<file path="config.mk">
export PLATFORM = sky130hd
export DESIGN_NAME = uart_tx
export DESIGN_NICKNAME = d
export VERILOG_FILES = /design/src/rtl/uart_tx.sv
export SDC_FILE = /design/constraint.sdc
export NUM_CORES = 1
export LEC_CHECK = 0
export CORE_MARGIN = 5
export CORE_UTILIZATION = 35
export CTS_BUF_LIST = sky130_fd_sc_hd__clkbuf_4 sky130_fd_sc_hd__clkbuf_8
export DETAILED_ROUTE_END_ITERATION = 6
export SYNTH_ARGS = -nofsm -noshare
export SYNTH_HDL_FRONTEND = slang
export SYNTH_SLANG_ARGS = --single-unit
</file>
<file path="constraint.sdc">
create_clock -name clk -period 4.25 [get_ports clk]
set_clock_uncertainty 0.2 [all_clocks]
set_input_delay 1.275 -clock clk [delete_from_list [all_inputs] [get_ports clk]]
set_output_delay 1.275 -clock clk [all_outputs]
set_load 0.01 [all_outputs]
</file>
<file path="src/rtl/uart_tx.sv">
// UART transmitter, 8N1, LSB first, idle-high line, fed by a DEPTH-entry byte FIFO.
// Queued bytes are sent back to back with no idle gap between frames.
module uart_tx #(
    parameter int unsigned DELAY_FRAMES = 234,
    parameter int unsigned DEPTH        = 8
) (
    input  logic                   clk,
    input  logic                   reset,
    input  logic [7:0]             txData,
    input  logic                   txValid,
    output logic                   txReady,
    output logic                   uartTx,
    output logic                   txBusy,
    output logic [$clog2(DEPTH):0] fifoCount
);
    localparam int unsigned AW = $clog2(DEPTH);
    localparam int unsigned CW = AW + 1;
    localparam int unsigned TW = $clog2(DELAY_FRAMES);

    typedef enum logic [1:0] {IDLE, START, DATA, STOP} state_e;

    state_e          state_q, state_d;
    logic [TW-1:0]   timer_q, timer_d;
    logic [2:0]      bit_idx_q, bit_idx_d;
    logic [7:0]      shift_q, shift_d;
    logic            uart_q, uart_d;
    logic            busy_q, busy_d;
    logic [AW-1:0]   wr_ptr_q, wr_ptr_d;
    logic [AW-1:0]   rd_ptr_q, rd_ptr_d;
    logic [CW-1:0]   count_q, count_d;
    logic [7:0]      mem_q [DEPTH];

    logic push;
    logic pop;
    logic timer_end;
    logic fifo_nempty;

    assign txReady     = (count_q != CW'(DEPTH));
    assign push        = txValid & txReady;
    assign fifo_nempty = (count_q != '0);
    assign timer_end   = (timer_q == TW'(DELAY_FRAMES - 1));

    // Frame sequencer; the FIFO head is popped only when a new frame starts.
    always_comb begin
        state_d   = state_q;
        timer_d   = timer_q;
        bit_idx_d = bit_idx_q;
        shift_d   = shift_q;
        uart_d    = uart_q;
        pop       = 1'b0;
        case (state_q)
            IDLE: begin
                uart_d = 1'b1;
                if (fifo_nempty) begin
                    pop     = 1'b1;
                    shift_d = mem_q[rd_ptr_q];
                    uart_d  = 1'b0;
                    timer_d = '0;
                    state_d = START;
                end
            end
            START: begin
                if (timer_end) begin
                    timer_d   = '0;
                    uart_d    = shift_q[0];
                    bit_idx_d = 3'd0;
                    state_d   = DATA;
                end else begin
                    timer_d = timer_q + TW'(1);
                end
            end
            DATA: begin
                if (timer_end) begin
                    timer_d = '0;
                    shift_d = {1'b0, shift_q[7:1]};
                    if (bit_idx_q == 3'd7) begin
                        uart_d  = 1'b1;
                        state_d = STOP;
                    end else begin
                        bit_idx_d = bit_idx_q + 3'd1;
                        uart_d    = shift_q[1];
                    end
                end else begin
                    timer_d = timer_q + TW'(1);
                end
            end
            STOP: begin
                if (timer_end) begin
                    timer_d = '0;
                    if (fifo_nempty) begin
                        pop     = 1'b1;
                        shift_d = mem_q[rd_ptr_q];
                        uart_d  = 1'b0;
                        state_d = START;
                    end else begin
                        uart_d  = 1'b1;
                        state_d = IDLE;
                    end
                end else begin
                    timer_d = timer_q + TW'(1);
                end
            end
            default: state_d = IDLE;
        endcase
    end

    // FIFO bookkeeping; a simultaneous push and pop leaves the count unchanged.
    always_comb begin
        wr_ptr_d = push ? wr_ptr_q + AW'(1) : wr_ptr_q;
        rd_ptr_d = pop  ? rd_ptr_q + AW'(1) : rd_ptr_q;
        count_d  = count_q;
        case ({push, pop})
            2'b10:   count_d = count_q + CW'(1);
            2'b01:   count_d = count_q - CW'(1);
            default: count_d = count_q;
        endcase
        busy_d = (state_d != IDLE) | (count_d != '0);
    end

    always_ff @(posedge clk or posedge reset) begin
        if (reset) begin
            state_q   <= IDLE;
            timer_q   <= '0;
            bit_idx_q <= '0;
            shift_q   <= '0;
            uart_q    <= 1'b1;
            busy_q    <= 1'b0;
            wr_ptr_q  <= '0;
            rd_ptr_q  <= '0;
            count_q   <= '0;
        end else begin
            state_q   <= state_d;
            timer_q   <= timer_d;
            bit_idx_q <= bit_idx_d;
            shift_q   <= shift_d;
            uart_q    <= uart_d;
            busy_q    <= busy_d;
            wr_ptr_q  <= wr_ptr_d;
            rd_ptr_q  <= rd_ptr_d;
            count_q   <= count_d;
        end
    end

    // Storage needs no reset: the count gates every read.
    always_ff @(posedge clk) begin
        if (push) begin
            mem_q[wr_ptr_q] <= txData;
        end
    end

    assign uartTx    = uart_q;
    assign txBusy    = busy_q;
    assign fifoCount = count_q;
endmodule
</file>
==> impl_metrics.csv <==
group,metric,value,unit
critical_path,reg2reg_from,"fifoCount[0]",
yosys,synthFlopType,"edfxtp_1",
critical_path,path_max_fanout,4,
critical_path,worstPathArrival,3.58,ns
routing,drc_errors,0,
layout,final_cell_area,4850,um2
yosys,synthTopCellsByArea,"edfxtp_1, dfrtp_1, mux4_2, ha_1, mux2_2",
layout,multi_input_area,1450,um2
layout,finalNonFillerCells,466,
clock_network,cts_hold_buf,0,
critical_path,cp-startpoint,"txValid",
clock_network,tritoncts,"built",
yosys,syn-cell-area,4280,um2
yosys,seq_area_frac_synth,64.2,%
placement,port_buffers,17,
routing,vias,2404,
critical_path,cp_cell_sequence,"clkdlybuf4s50_1 -> a211oi_4 -> nand2_2 -> xnor2_1 -> ha_1 -> mux2_2 -> or3_1 -> or4_1",
clock_network,cts.repair.resized,0,
yosys,yosysUniqueCellTypes,43,
yosys,ys_warn_count,0,
routing,first_pass_iters,4,
routing,wl,7.88,mm
timing,fin_crit,3.54,ns
pwr,power_density,621,nW/um2
timing,finalMaxSlewViolations,0,
hold_path,hold_start,"timer_q[7]",
layout,layout_commonest_cell,"edfxtp_1",
timing,tns,0,ns
routing,via_per_inst,5.16,
yosys,synth_top_area_share,44.9,%
timing,worstMarginPinSlew,0.814,ns
clock_network,cts_made_buffers,9,
critical_path,cp_top_family,"simple AND/OR/NAND/NOR gates",
critical_path,cpPeakStageDelay,0.49,ns
yosys,syn_inst,287,
global_routing,antenna_found_initial,0,
placement,gp_congestion,0.763,
layout,area_growth,13.2,%
timing,period_share,83.4,%
placement,dp_hpwl,5.02,mm
critical_path,crit_required,4.29,ns
floorplan,die_w,121,um
clock_network,cts.sink_count,97,
critical_path,crit_path_end_kind,"flop",
layout,fin_nets,337,
floorplan,rows,40,
timing,rsz0062_at_grt,"false",
clock_network,post_cts_buffers,0,
global_routing,grt_pass1_vias,2474,
critical_path,crit_slowest_cell,"clkdlybuf4s50_1",
layout,nFillCells,1144,
critical_path,critPathKind,"in2reg",
floorplan,ios,18,
floorplan,die_area,14500,um2
clock_network,insertion_delay,0.37,ns
clock_network,h-tree-depth,3,
yosys,yosys.area.top_type,"edfxtp_1",
placement,place_area,4660,um2
pwr,p_leak,1.75,nW
status,status,"finished, final reports clean",
global_routing,grt_pass1_wl,13.1,mm
floorplan,core_area,12000,um2
layout,drive_above_1_share,17.6,%
yosys,avgSynthCellArea,14.9,um2
layout,final-seq-area,2750,um2
timing,hold_viol_final,0,
layout,final_cell_mix,"edfxtp_1, dfrtp_1, nand2_1",
routing,drt-initial-drc-count,134,
clock_network,clockBufferDepth,2,
yosys,synthArstFlopShare,34.0,%
run,maxCapViolations,0,
floorplan,die_h,121,um
clock_network,ctsRootBufferMaster,"clkbuf_8",
global_routing,grt_use_total,11.6,%
timing,fmax,282,MHz
clock_network,path_clk_slew,0.10,ns
layout,fin_util,40.3,%
timing,slew_headroom,45.7,%
placement,dp.cells,450,
routing,ant_nets,0,
yosys,syn_nets,310,
layout,antennaDiodeCount,0,
floorplan,initial_utilization,35.6,%
global_routing,grt_remaining_overflow,0,
routing,avgRoutedWirePerCell,16.9,um
global_routing,grt_max_degree,34,
yosys,synth_edf_count,64,
critical_path,start_kind,"input port",
timing,setup_viol,0,
hold_path,min_path_type,"reg2reg",
pwr,peakVddDrop,0.266,mV
critical_path,critPathBufInv,1,
yosys,synth_seq_cells,97,
state kept, by name, summed over array words and instances (netlist names):
register	cells
fifoCount	4
uartTx	1
txBusy	1
timer_q	8
shift_q	8
mem_q	64
state_q	2
bit_idx_q	3
rd_ptr_q	3
wr_ptr_q	3
cell usage after synthesis, drive strengths merged, types with 3 or more instances:
master	n
edfxtp	64
dfrtp	32
nand2	23
o21ai	23
mux4	16
nor2	16
ha	12
mux2	12
mux2i	9
nand3	8
xnor2	8
clkbuf	7
nor3	6
buf	5
inv	5
nand2b	4
o31ai	4
a21oi	3
a22o	3
nor4	3
xor2	3
metal layers:
metal	GRT usage [%]	vias up	routed length [um]
met5	0	-	0
met4	2.97	0	70
met3	3.55	7	321
met2	19.0	40	3880
met1	15.2	1209	3610
li1	-	1148	-
kinds of logic (layout without fill, tap and decap cells):
logic type | count (synthesis) | after routing | share of synthesized area [%]
flip-flops | 97 | 97 | 64.2
AND/OR/NAND/NOR | 71 | 71 | 8.13
AO/OA/AOI/OAI | 42 | 42 | 6.34
multiplexers | 37 | 37 | 13.7
buffers and inverters | 17 | 49 | 1.87
adder cells (fa/ha/maj) | 12 | 12 | 3.51
XOR/XNOR | 11 | 11 | 2.25
final cells by class:
type                       instances  area share (%)
sequential                        97            56.7
clock buffer                       9            2.56
inverter                           5           0.387
clock inverter                     7            1.37
tap                              147            3.80
multi-input combinational        173            30.0
timing repair buffer              28            5.22
metrics by stage:
| stage | hold WS (ns) | setup slack (ns) | power [W] |
|---|---|---|---|
| after global routing | 0.344 | 0.562 | 0.00321 |
| after global placement | 0.272 | 0.356 | 0.00243 |
| final | 0.311 | 0.707 | 0.00301 |
| after floorplan | 0.241 | 0.979 | 0.00215 |
| after detailed placement | 0.295 | 0.327 | 0.00247 |
| after CTS | 0.312 | 0.726 | 0.00306 |
report_power, final:
| group | switching (W) | internal [W] | leakage (nW) | total (W) |
|---|---|---|---|---|
| combinational | 0.000447 | 0.000533 | 0.667 | 0.000980 |
| clock | 0.000354 | 0.000230 | 0.0975 | 0.000584 |
| sequential | 0.000220 | 0.00123 | 0.987 | 0.00145 |
| total | 0.00102 | 0.00199 | 1.75 | 0.00301 |
worst paths after layout:
path / end / slack, ns / cells after the start
max: txBusy / 0.71 / 8
min: timer_q[7] / 0.31 / 1
max reg2reg: txBusy / 0.94 / 7
min reg2reg: timer_q[7] / 0.31 / 1
max in group asynchronous: uartTx / 2.41 / 3
min in group asynchronous: bit_idx_q[0] / 1.10 / 3
(Power assumes the default switching activity.)
